--- config.mk ---
export PLATFORM = sky130hd
export DESIGN_NAME = fetch_unit
export DESIGN_NICKNAME = d
export VERILOG_FILES = /design/src/rtl/cpu_pkg.sv /design/src/rtl/program_counter.sv /design/src/rtl/fetch_unit.sv
export SDC_FILE = /design/constraint.sdc
export NUM_CORES = 1
export LEC_CHECK = 0
export CAP_MARGIN = 20
export CORE_UTILIZATION = 45
export DETAILED_ROUTE_END_ITERATION = 10
export DONT_BUFFER_PORTS = 1
export HOLD_SLACK_MARGIN = 0.03
export PLACE_DENSITY = 0.71
export SETUP_SLACK_MARGIN = 0.1
export SLEW_MARGIN = 15
export SYNTH_ARGS = -nofsm -noshare
export SYNTH_HDL_FRONTEND = slang
export SYNTH_HIERARCHICAL = 1
export SYNTH_SLANG_ARGS = --single-unit
export TNS_END_PERCENT = 50
--- constraint.sdc ---
create_clock -name clk -period 3.8 [get_ports clk]
set_clock_uncertainty 0.05 [all_clocks]
set_input_delay 0.57 -clock clk [delete_from_list [all_inputs] [get_ports clk]]
set_output_delay 0.57 -clock clk [all_outputs]
set_load 0.1 [all_outputs]
--- src/rtl/cpu_pkg.sv ---
// Shared definitions for the 4-bit CPU: default widths, instruction field
// positions, the halt opcode and the fetch-stage state encodings.
// control_unit imports this package for the opcode constants.
package cpu_pkg;

    localparam int PC_W_DEF    = 4;
    localparam int INSTR_W_DEF = 8;

    // Instruction field positions: opcode in the upper nibble, immediate below.
    localparam int OPC_MSB = 7;
    localparam int OPC_LSB = 4;
    localparam int IMM_MSB = 3;
    localparam int IMM_LSB = 0;

    localparam logic [3:0] OP_HALT = 4'b1111;

    typedef enum logic [1:0] {
        ST_RST   = 2'd0,
        ST_FETCH = 2'd1,
        ST_ISSUE = 2'd2,
        ST_HALT  = 2'd3
    } fetch_state_t;

endpackage

--- src/rtl/program_counter.sv ---
// Program counter for the fetch stage. On an advance it either loads the
// zero-extended branch target or steps by one, wrapping modulo 2^PC_W.
module program_counter
    import cpu_pkg::*;
#(
    parameter int PC_W = PC_W_DEF
) (
    input  logic            clk,
    input  logic            rst_n,
    input  logic            i_adv,
    input  logic            i_jmp_sel,
    input  logic [3:0]      i_target,
    output logic [PC_W-1:0] o_pc
);

    logic [PC_W-1:0] r_pc;
    logic [PC_W-1:0] w_target;
    logic [PC_W-1:0] w_pc_next;

    // Resize the 4-bit immediate to the PC width (zero-extend or truncate).
    assign w_target = PC_W'(i_target);

    // Select the next PC: hold, branch target, or sequential step with wrap.
    always_comb begin
        w_pc_next = r_pc;
        if (i_adv) begin
            if (i_jmp_sel) begin
                w_pc_next = w_target;
            end else begin
                w_pc_next = r_pc + PC_W'(1);
            end
        end
    end

    // PC register, cleared asynchronously so fetch restarts at address 0.
    always_ff @(posedge clk or negedge rst_n) begin
        if (!rst_n) begin
            r_pc <= '0;
        end else begin
            r_pc <= w_pc_next;
        end
    end

    assign o_pc = r_pc;

endmodule

--- src/rtl/fetch_unit.sv ---
// Instruction fetch stage: fetch FSM, instruction register and the program
// counter instance. Requests the word at pc, latches it on imem_valid, then
// presents opcode/imm until it retires (stall low), picking the next PC from
// jmp_sel. Optional halt support is built when FETCH_HALT_EN is defined:
// opcode 4'b1111 retiring parks the stage in HALT until reset.
module fetch_unit
    import cpu_pkg::*;
#(
    parameter int PC_W    = PC_W_DEF,
    parameter int INSTR_W = INSTR_W_DEF
) (
    input  logic               clk,
    input  logic               rst_n,
    output logic [PC_W-1:0]    imem_addr,
    output logic               imem_req,
    input  logic [INSTR_W-1:0] imem_rdata,
    input  logic               imem_valid,
    input  logic               jmp_sel,
    input  logic               stall,
    output logic [3:0]         opcode,
    output logic [3:0]         imm,
    output logic               instr_valid,
    output logic [PC_W-1:0]    pc
);

    fetch_state_t       r_state;
    fetch_state_t       w_state_next;
    logic [INSTR_W-1:0] r_instr;
    logic               w_load_ir;
    logic               w_adv;
    logic [PC_W-1:0]    w_pc;

    program_counter #(
        .PC_W (PC_W)
    ) u_pc (
        .clk       (clk),
        .rst_n     (rst_n),
        .i_adv     (w_adv),
        .i_jmp_sel (jmp_sel),
        .i_target  (r_instr[IMM_MSB:IMM_LSB]),
        .o_pc      (w_pc)
    );

    // State register; reset drops straight into RST so req/valid fall at once.
    always_ff @(posedge clk or negedge rst_n) begin
        if (!rst_n) begin
            r_state <= ST_RST;
        end else begin
            r_state <= w_state_next;
        end
    end

    // Next-state logic plus the IR load and PC advance strobes.
    always_comb begin
        w_state_next = r_state;
        w_load_ir    = 1'b0;
        w_adv        = 1'b0;
        case (r_state)
            ST_RST: begin
                w_state_next = ST_FETCH;
            end
            ST_FETCH: begin
                // stall is deliberately ignored here; only memory gates fetch.
                if (imem_valid) begin
                    w_load_ir    = 1'b1;
                    w_state_next = ST_ISSUE;
                end
            end
            ST_ISSUE: begin
                if (!stall) begin
`ifdef FETCH_HALT_EN
                    if (r_instr[OPC_MSB:OPC_LSB] == OP_HALT) begin
                        // Halt retires without moving the PC.
                        w_state_next = ST_HALT;
                    end else begin
                        w_adv        = 1'b1;
                        w_state_next = ST_FETCH;
                    end
`else
                    w_adv        = 1'b1;
                    w_state_next = ST_FETCH;
`endif
                end
            end
`ifdef FETCH_HALT_EN
            ST_HALT: begin
                w_state_next = ST_HALT;
            end
`endif
            default: begin
                w_state_next = ST_RST;
            end
        endcase
    end

    // Instruction register; keeps its last value outside ISSUE.
    always_ff @(posedge clk or negedge rst_n) begin
        if (!rst_n) begin
            r_instr <= '0;
        end else if (w_load_ir) begin
            r_instr <= imem_rdata;
        end
    end

    // Handshake and status outputs decoded straight from the state register.
    always_comb begin
        imem_req    = (r_state == ST_FETCH);
        instr_valid = (r_state == ST_ISSUE);
    end

    assign imem_addr = w_pc;
    assign pc        = w_pc;
    assign opcode    = r_instr[OPC_MSB:OPC_LSB];
    assign imm       = r_instr[IMM_MSB:IMM_LSB];

endmodule
==> results.json, run 1 <==
{
  "status": "finished clean",
  "clk_latency_ns": 0.28,
  "worstPathArrival_ns": 1.58,
  "grt_usage_pct": 15.7,
  "tns_ns": 0,
  "slew_violations": 0,
  "drc_errors": 0,
  "cts.clk_slew.worst_paths_ns": 0.08,
  "cts_setup_buffers": 0,
  "clock_sinks": 14,
  "syn_to_final_growth_pct": 4.41,
  "diodes": 0,
  "cts_tree": "done",
  "grt_first_pass_wirelength_mm": 1.58,
  "max_freq_mhz": 454,
  "wl_per_cell_um": 14.8,
  "finalCritPeriodShare_pct": 58.0,
  "rows": 13,
  "multi_input_area_um2": 260,
  "antenna_left": 0,
  "yosys.area.top_type": "dfrtp_1",
  "drt_iter0_markers": 3,
  "ys_warn_count": 6,
  "rsz0062_at_grt": "no",
  "grt_use_met3_pct": 9.44,
  "top_usage_layer": "met2",
  "met2_usage_pct": 24.2,
  "synth_nets": 68,
  "core_area_um2": 1320,
  "numCtsBuffers": 3,
  "critPathMaxStageDelay_ns": 0.89,
  "relSlewSlack_pct": 28.8,
  "hold_viol": 0,
  "setup_viol": 0,
  "die_x_um": 40.1,
  "drive_above_1_share_pct": 32.7,
  "critPathMaxFanout": 5,
  "grt_pass1_vias": 385,
  "yosysTopAreaCellShare_pct": 53.6,
  "ys_ff_latch": 14,
  "synth_area_leaders": "dfrtp_1 54%, mux2_2 14%, buf_4 4.6%",
  "syn_avg_cell_area_um2": 12.1,
  "worst_slew_pin_slew_ns": 1.06,
  "slowest_stage": "nor2b_2",
  "start_util_pct": 49.6,
  "crit_required_ns": 3.18,
  "place_congestion": 0.637,
  "cap_violations": 0,
  "clock_path_buffers": 2,
  "startpoint_type": "flip-flop",
  "die_h_um": 40.1,
  "grt_overflow": 0,
  "pin_count": 31,
  "die_area_um2": 1610,
  "cts_max_level": 1,
  "grt_max_degree": 15,
  "gr-usage-met1_pct": 17.9,
  "nNetsFinal": 70,
  "crit_family": "simple AND/OR/NAND/NOR gates",
  "io_buffer_count": 0,
  "ys_seq_area_share_pct": 53.6,
  "antenna_found_initial": 0,
  "num_vias": 405,
  "end_kind": "output port",
  "worst-setup-path-type": "flip-flop to output port",
  "viasPerCell": 5.79,
  "synth_cell_types": 19,
  "drt_wl_total_mm": 1.04,
  "period_minus_slack_ns": 2.20,
  "synthCells": 54,
  "drtPass1Iterations": 3,
  "cp_num_buf_inv": 0,
  "root_buffer": "clkbuf_4",
  "fillerInstances": 119,
  "layout.area.seq_um2": 355,
  "netlist_area_um2": 653,
  "hold_path.class": "input pin to flip-flop",
  "crit_chain": "nor2b_2"
}
## cells in the mapped netlist
cell type	number
mux2i_1	2
nor2b_1	2
and2b_1	1
buf_6	1
mux2_2	8
nand3_1	1
and3_1	1
o22ai_1	2
nand3b_4	1
nor2_1	3
nand2_1	2
buf_4	4
dfrtp_1	14
nand4_1	1
a21oi_1	5
inv_1	1
o21ai_0	3
and2_1	1
ha_1	1
## kinds of logic (layout without fill, tap and decap cells)
logic type	count (synthesis)	after routing	share of synthesized area, %
AND/OR/NAND/NOR	13	13	12.6
adder cells (fa/ha/maj)	1	1	1.92
multiplexers	10	10	16.9
flip-flops	14	14	53.6
AO/OA/AOI/OAI	10	10	8.04
buffers and inverters	6	7	6.90
## path summary, 6_finish.rpt
check                           start      endpoint  slack [ns]  cells after the start
setup reg to reg           r_state[0]  u_pc/o_pc[3]        1.78                      6
setup / recovery           r_state[0]      imem_req        1.60                      1
max in group asynchronous       rst_n  u_pc/o_pc[1]        2.58                      1
hold reg to reg            r_state[0]    r_state[1]        0.53                      1
min in group asynchronous       rst_n  u_pc/o_pc[3]        0.69                      1
hold / removal                jmp_sel  u_pc/o_pc[3]        0.38                      2
## layout by cell type (no fill, tap or decap)
cell / Yosys / final
nand4_1: 1 / 1
clkbuf_4: 0 / 3
dlygate4sd3_1: 0 / 1
o22ai_1: 2 / 2
nor2b_2: 0 / 1
a21oi_1: 5 / 5
nand2_1: 2 / 2
nor2b_1: 2 / 1
nand3_1: 1 / 1
buf_4: 4 / 1
o21ai_0: 3 / 3
ha_1: 1 / 1
mux2i_1: 2 / 2
and2_1: 1 / 1
nand3b_4: 1 / 1
and2b_1: 1 / 1
inv_1: 1 / 1
dfrtp_1: 14 / 10
dfrtp_2: 0 / 4
and3_1: 1 / 1
clkbuf_1: 0 / 1
nor2_1: 3 / 3
mux2_2: 8 / 8
## final cells by class
class / instances / area share (%)
Clock buffer: 4 / 3.85
Timing Repair Buffer: 2 / 2.57
Multi-Input combinational cell: 34 / 38.2
Inverter: 1 / 0.550
Sequential cell: 14 / 52.1
Tap cell: 15 / 2.75
## state kept, by name, summed over array words and instances, names as in the netlist
signal,cells
r_instr,8
r_state,2
u_pc/o_pc,4
## per-layer routing
metal,share of wire [%],wire length [µm]
met1,43,446
met2,46,479
met3,11,111
met4,0,0
met5,0,0
## repair_timing
item                                   in CTS  in global routing
resized for setup                           0                  0
endpoints found under the hold margin      14                  0
hold buffers                                1                  0
setup endpoints to repair                   0                  0
## stage by stage
stage | hold WS (ns) | area (µm²) | worst slack [ns] | utilization (%) | cells
final | 0.377 | 682 | 1.60 | 51.8 | 70
after global routing | 0.360 | 682 | 1.54 | 51.8 | 70
after CTS | 0.362 | 682 | 1.57 | 51.8 | 70
after detailed placement | 0.225 | 646 | 1.77 | 49.0 | 65
after global placement | 0.225 | 646 | 1.79 | 49.0 | 65
after floorplan | 0.224 | 653 | 1.41 | - | 54
Power of run 1 is not shown: default switching activity piles up to over one toggle a cycle in this logic, so the estimate is an artifact.
==> run 2: changes to the inputs <==
--- a/config.mk
+++ b/config.mk
@@ -10,7 +10,7 @@
 export DETAILED_ROUTE_END_ITERATION = 10
 export DONT_BUFFER_PORTS = 1
 export HOLD_SLACK_MARGIN = 0.03
-export PLACE_DENSITY = 0.71
+export PLACE_DENSITY = 0.73
 export SETUP_SLACK_MARGIN = 0.1
 export SLEW_MARGIN = 15
 export SYNTH_ARGS = -nofsm -noshare
==> constraint.sdc (replaced) <==
create_clock -name clk -period 2.01 [get_ports clk]
set_clock_uncertainty 0.05 [all_clocks]
set_input_delay 0.3015 -clock clk [delete_from_list [all_inputs] [get_ports clk]]
set_output_delay 0.3015 -clock clk [all_outputs]
set_load 0.1 [all_outputs]
==> run 2 against run 1 <==
Critical path depth is 4 higher. Cell area grew 11%. Worst hold slack got worse by 0.26 ns. Register-to-register slack worse by 1.4 ns. First-iteration DRC count is 33% lower. Sequential share of layout area is 5.2 points lower. Flip-flop and latch count stayed put. Routed wire length is 0.48% higher. Setup slack got worse by 1.3 ns. Core utilization grew 5.7 points. Via count up 2.7%. Non-clock buffer count grew 7.
==> results.json, run 2 (synthesis gave the netlist of run 1 again) <==
{
  "status": "finished clean",
  "antenna_found_initial": 0,
  "hold_path.class": "input pin to flip-flop",
  "pin_count": 31,
  "largest_reg_flops": 8,
  "die_x_um": 40.1,
  "clock_sinks": 14,
  "worstRegToRegCells": 5,
  "crit_required_ns": 2.11,
  "clock_path_buffers": 2,
  "cts_max_level": 1,
  "place_congestion": 0.715,
  "holdPathEnd": "u_pc/o_pc[2]",
  "slowest_stage": "nor2b_1",
  "grt_max_degree": 15,
  "worst_slew_pin_slew_ns": 0.929,
  "setup_viol": 0,
  "root_buffer": "clkbuf_4",
  "cts.clk_slew.worst_paths_ns": 0.08,
  "num_vias": 416,
  "final_common_cell": "dfrtp_1",
  "die_h_um": 40.1,
  "cts_tree": "done",
  "crit_family": "simple AND/OR/NAND/NOR gates",
  "critPathMaxFanout": 9,
  "relSlewSlack_pct": 38.1,
  "viasPerCell": 5.40,
  "wl_per_cell_um": 13.5,
  "cts.hold.buffers_added": 1,
  "crit_chain": "and2b_1 -> nor2b_1 -> nand4_1 -> mux2i_1 -> a21oi_1",
  "slew_violations": 0,
  "worst-setup-path-type": "flip-flop to flip-flop",
  "layout_common_cells": "10 x dfrtp_1, 8 x mux2_2, 7 x buf_4",
  "drc_errors": 0,
  "startpoint_type": "flip-flop",
  "hold_viol": 0,
  "grt_pass1_vias": 342,
  "hold_depth": 2,
  "cts_setup_buffers": 0,
  "drt_wl_total_mm": 1.04,
  "grt_first_pass_wirelength_mm": 1.50,
  "largest-register": "r_instr",
  "reg2reg_from": "r_state[0]",
  "drtPass1Iterations": 4,
  "hold_path.startpoint": "jmp_sel",
  "r2r_slack_ns": 0.33,
  "rsz0062_at_grt": "no",
  "critPathMaxStageDelay_ns": 0.46,
  "cap_violations": 0,
  "reg2reg_to": "u_pc/o_pc[3]",
  "grt_usage_pct": 14.4,
  "numCtsBuffers": 3,
  "cp_num_buf_inv": 0,
  "drt_iter0_markers": 2,
  "start_util_pct": 49.6,
  "worstPathArrival_ns": 1.78,
  "rows": 13,
  "clk_latency_ns": 0.27,
  "max_freq_mhz": 595,
  "diodes": 0,
  "end_kind": "flip-flop",
  "antenna_left": 0,
  "cts_resized": 0,
  "die_area_um2": 1610,
  "nNetsFinal": 77,
  "grt_overflow": 0,
  "period_minus_slack_ns": 1.68,
  "hold-worst-slack_ns": 0.119,
  "drive_above_1_share_pct": 41.9,
  "syn_to_final_growth_pct": 15.9,
  "finalCritPeriodShare_pct": 83.6,
  "core_area_um2": 1320,
  "io_buffer_count": 0
}
[run 2: final cells by class]
class	instances	area, µm²
fill	111	561
sequential	14	355
multi-input combinational	34	260
timing repair buffer	9	82.6
clock buffer	4	36.3
tap	15	18.8
inverter	1	3.75
[run 2: worst register-to-register path, stage by stage (launching register included)]
cell	delay [ns]
dfrtp_1	0.43
and2b_1	0.22
nor2b_1	0.46
nand4_1	0.15
mux2i_1	0.15
a21oi_1	0.09
[run 2: worst max path at each step]
stage	startpoint	end	depth (start not counted)
finish	r_state[0]	u_pc/o_pc[3]	5
global placement	r_state[0]	u_pc/o_pc[3]	5
detailed placement	r_state[0]	u_pc/o_pc[3]	5
floorplan	r_state[0]	u_pc/o_pc[3]	6
global route	r_state[0]	u_pc/o_pc[3]	5
CTS	r_state[0]	u_pc/o_pc[3]	5
[run 2: per-stage QoR]
step / TNS [ns] / util (%) / worst slack, ns / area, µm² / std cells
floorplan: -0.0926 / - / -0.0869 / 656 / 54
global placement: 0 / 53.9 / 0.431 / 711 / 72
detailed placement: 0 / 53.9 / 0.345 / 711 / 72
CTS: 0 / 57.5 / 0.335 / 757 / 77
global route: 0 / 57.5 / 0.189 / 757 / 77
finish: 0 / 57.5 / 0.331 / 757 / 77
[run 2: metal layers]
metal  track usage, %  vias up  share of wire, %
met5                0        -                 0
met1             19.7      189                42
met2             20.6       22                47
met4             9.48        0              0.58
li1                 -      203                 -
met3             2.78        2                10
Power of run 2 is left out for the same reason.
==> run 3: changes to the inputs <==
--- a/config.mk
+++ b/config.mk
@@ -10,7 +10,7 @@
 export DETAILED_ROUTE_END_ITERATION = 10
 export DONT_BUFFER_PORTS = 1
 export HOLD_SLACK_MARGIN = 0.03
-export PLACE_DENSITY = 0.73
+export PLACE_DENSITY = 0.71
 export SETUP_SLACK_MARGIN = 0.1
 export SLEW_MARGIN = 15
 export SYNTH_ARGS = -nofsm -noshare
==> constraint.sdc (replaced) <==
create_clock -name clk -period 1.65 [get_ports clk]
set_clock_uncertainty 0.05 [all_clocks]
set_input_delay 0.2475 -clock clk [delete_from_list [all_inputs] [get_ports clk]]
set_output_delay 0.2475 -clock clk [all_outputs]
set_load 0.1 [all_outputs]
==> run 3 against run 2 <==
Cell area grew 10%. First-iteration DRC count grew to 6.5 times the previous value. Global-route usage grew 2.0 points. Core utilization grew 6.0 points. Flip-flop and latch count is the same. Die area is the same. Largest cell class unchanged. Highest routed layer unchanged.
==> results.json, run 3 (synthesis gave the netlist of run 1 again) <==
{
  "status": "finished clean",
  "start_util_pct": 49.6,
  "antenna_left": 0,
  "layout_common_cells": "12 x buf_4, 10 x dfrtp_1, 8 x mux2_2",
  "final_area_um2": 836,
  "wl_per_cell_um": 13.7,
  "rows": 13,
  "grt_max_degree": 15,
  "relSlewSlack_pct": 57.6,
  "worstPathArrival_ns": 1.20,
  "hold_path.class": "input pin to flip-flop",
  "place_area_um2": 778,
  "setup_viol": 0,
  "slew_violations": 0,
  "hold_viol": 0,
  "largest_reg_flops": 8,
  "dp_hpwl_um": 854,
  "syn_to_final_growth_pct": 28.0,
  "largest-register": "r_instr",
  "die_h_um": 40.1,
  "fillerInstances": 111,
  "die_area_um2": 1610,
  "end_kind": "output port",
  "num_vias": 453,
  "drt_iter0_markers": 13,
  "drtPass1Iterations": 3,
  "cts.clk_slew.worst_paths_ns": 0.08,
  "grt_pass1_vias": 417,
  "cts_tree": "done",
  "place_congestion": 0.727,
  "core_area_um2": 1320,
  "pin_count": 31,
  "rsz0062_at_grt": "no",
  "drc_errors": 0,
  "nNetsFinal": 84,
  "crit_required_ns": 1.35,
  "diodes": 0,
  "cts_max_level": 1,
  "tns_ns": 0,
  "startpoint_type": "flip-flop",
  "period_minus_slack_ns": 1.50,
  "grt_overflow": 0,
  "numCtsBuffers": 3,
  "cap_violations": 0,
  "worst_slew_pin_slew_ns": 0.634,
  "finalCritPeriodShare_pct": 91.0,
  "grt_usage_pct": 16.4,
  "antenna_found_initial": 0,
  "grt_first_pass_wirelength_mm": 1.66,
  "worst-setup-path-type": "flip-flop to output port",
  "clock_path_buffers": 2,
  "final_common_cell": "buf_4",
  "max_freq_mhz": 666,
  "critPathMaxFanout": 5,
  "root_buffer": "clkbuf_4",
  "die_x_um": 40.1,
  "drive_above_1_share_pct": 50.7,
  "drt_wl_total_mm": 1.15,
  "clock_sinks": 14,
  "io_buffer_count": 0,
  "clk_latency_ns": 0.27,
  "viasPerCell": 5.39
}
==> run 3: cell count changes in the layout (fill, tap and decap cells not counted) <==
cell | previous run | this run
and2b_1 | 1 | 0
and2b_4 | 0 | 1
buf_12 | 1 | 2
buf_4 | 7 | 12
buf_6 | 0 | 1
nor2b_1 | 1 | 0
nor2b_4 | 0 | 1
==> run 3: path summary, 6_finish.rpt <==
check | slack [ns] | start | depth (start not counted) | end
min reg2reg | 0.48 | r_instr[5] | 1 | r_instr[5]
max reg2reg | 0.19 | r_state[0] | 6 | u_pc/o_pc[2]
max | 0.15 | r_state[0] | 2 | instr_valid
min in group asynchronous | 0.38 | rst_n | 1 | r_instr[4]
min | 0.06 | imem_rdata[0] | 1 | r_instr[0]
max in group asynchronous | 0.73 | rst_n | 1 | u_pc/o_pc[3]
==> run 3: final cells by class <==
class                           instances  area (µm²)  share of cell area (%)
Multi-Input combinational cell         34         270                    32.3
Timing Repair Buffer                   16         151                    18.1
Sequential cell                        14         355                    42.5
Clock buffer                            4        36.3                    4.34
Tap cell                               15        18.8                    2.25
Inverter                                1        3.75                   0.449
==> run 3: worst max-delay path, stage by stage, from the launching register on <==
cell	delay (ns)
dfrtp_1	0.44
and2b_4	0.27
buf_6	0.22
==> run 3: metal layers <==
layer / wire, µm / track usage (%) / vias up / share of wire, %
met3: 78 / 5.00 / 2 / 6.8
met2: 584 / 24.2 / 17 / 51
met1: 477 / 20.0 / 221 / 42
met5: 0 / 0 / - / 0
li1: - / - / 213 / -
met4: 8 / 12.1 / 0 / 0.70
==> run 3: through the flow <==
| step | hold WS [ns] | worst slack [ns] | util (%) | instances |
|---|---|---|---|---|
| 2_1_floorplan | -0.0981 | -0.0605 | - | 54 |
| 6_report | 0.0639 | 0.149 | 63.4 | 84 |
| 5_1_grt | 0.0541 | 0.107 | 63.4 | 84 |
| 3_5_place_dp | -0.0978 | 0.223 | 59.1 | 78 |
| 3_3_place_gp | -0.0977 | 0.286 | 59.1 | 78 |
| 4_1_cts | 0.0570 | 0.139 | 62.9 | 83 |
==> run 3: repair_timing <==
action,in CTS,in global routing
endpoints found under the hold margin,14,0
hold buffers,1,0
setup buffers,0,1
resized for setup,1,0
endpoints found under the setup margin,1,1
Power of run 3 is left out for the same reason.
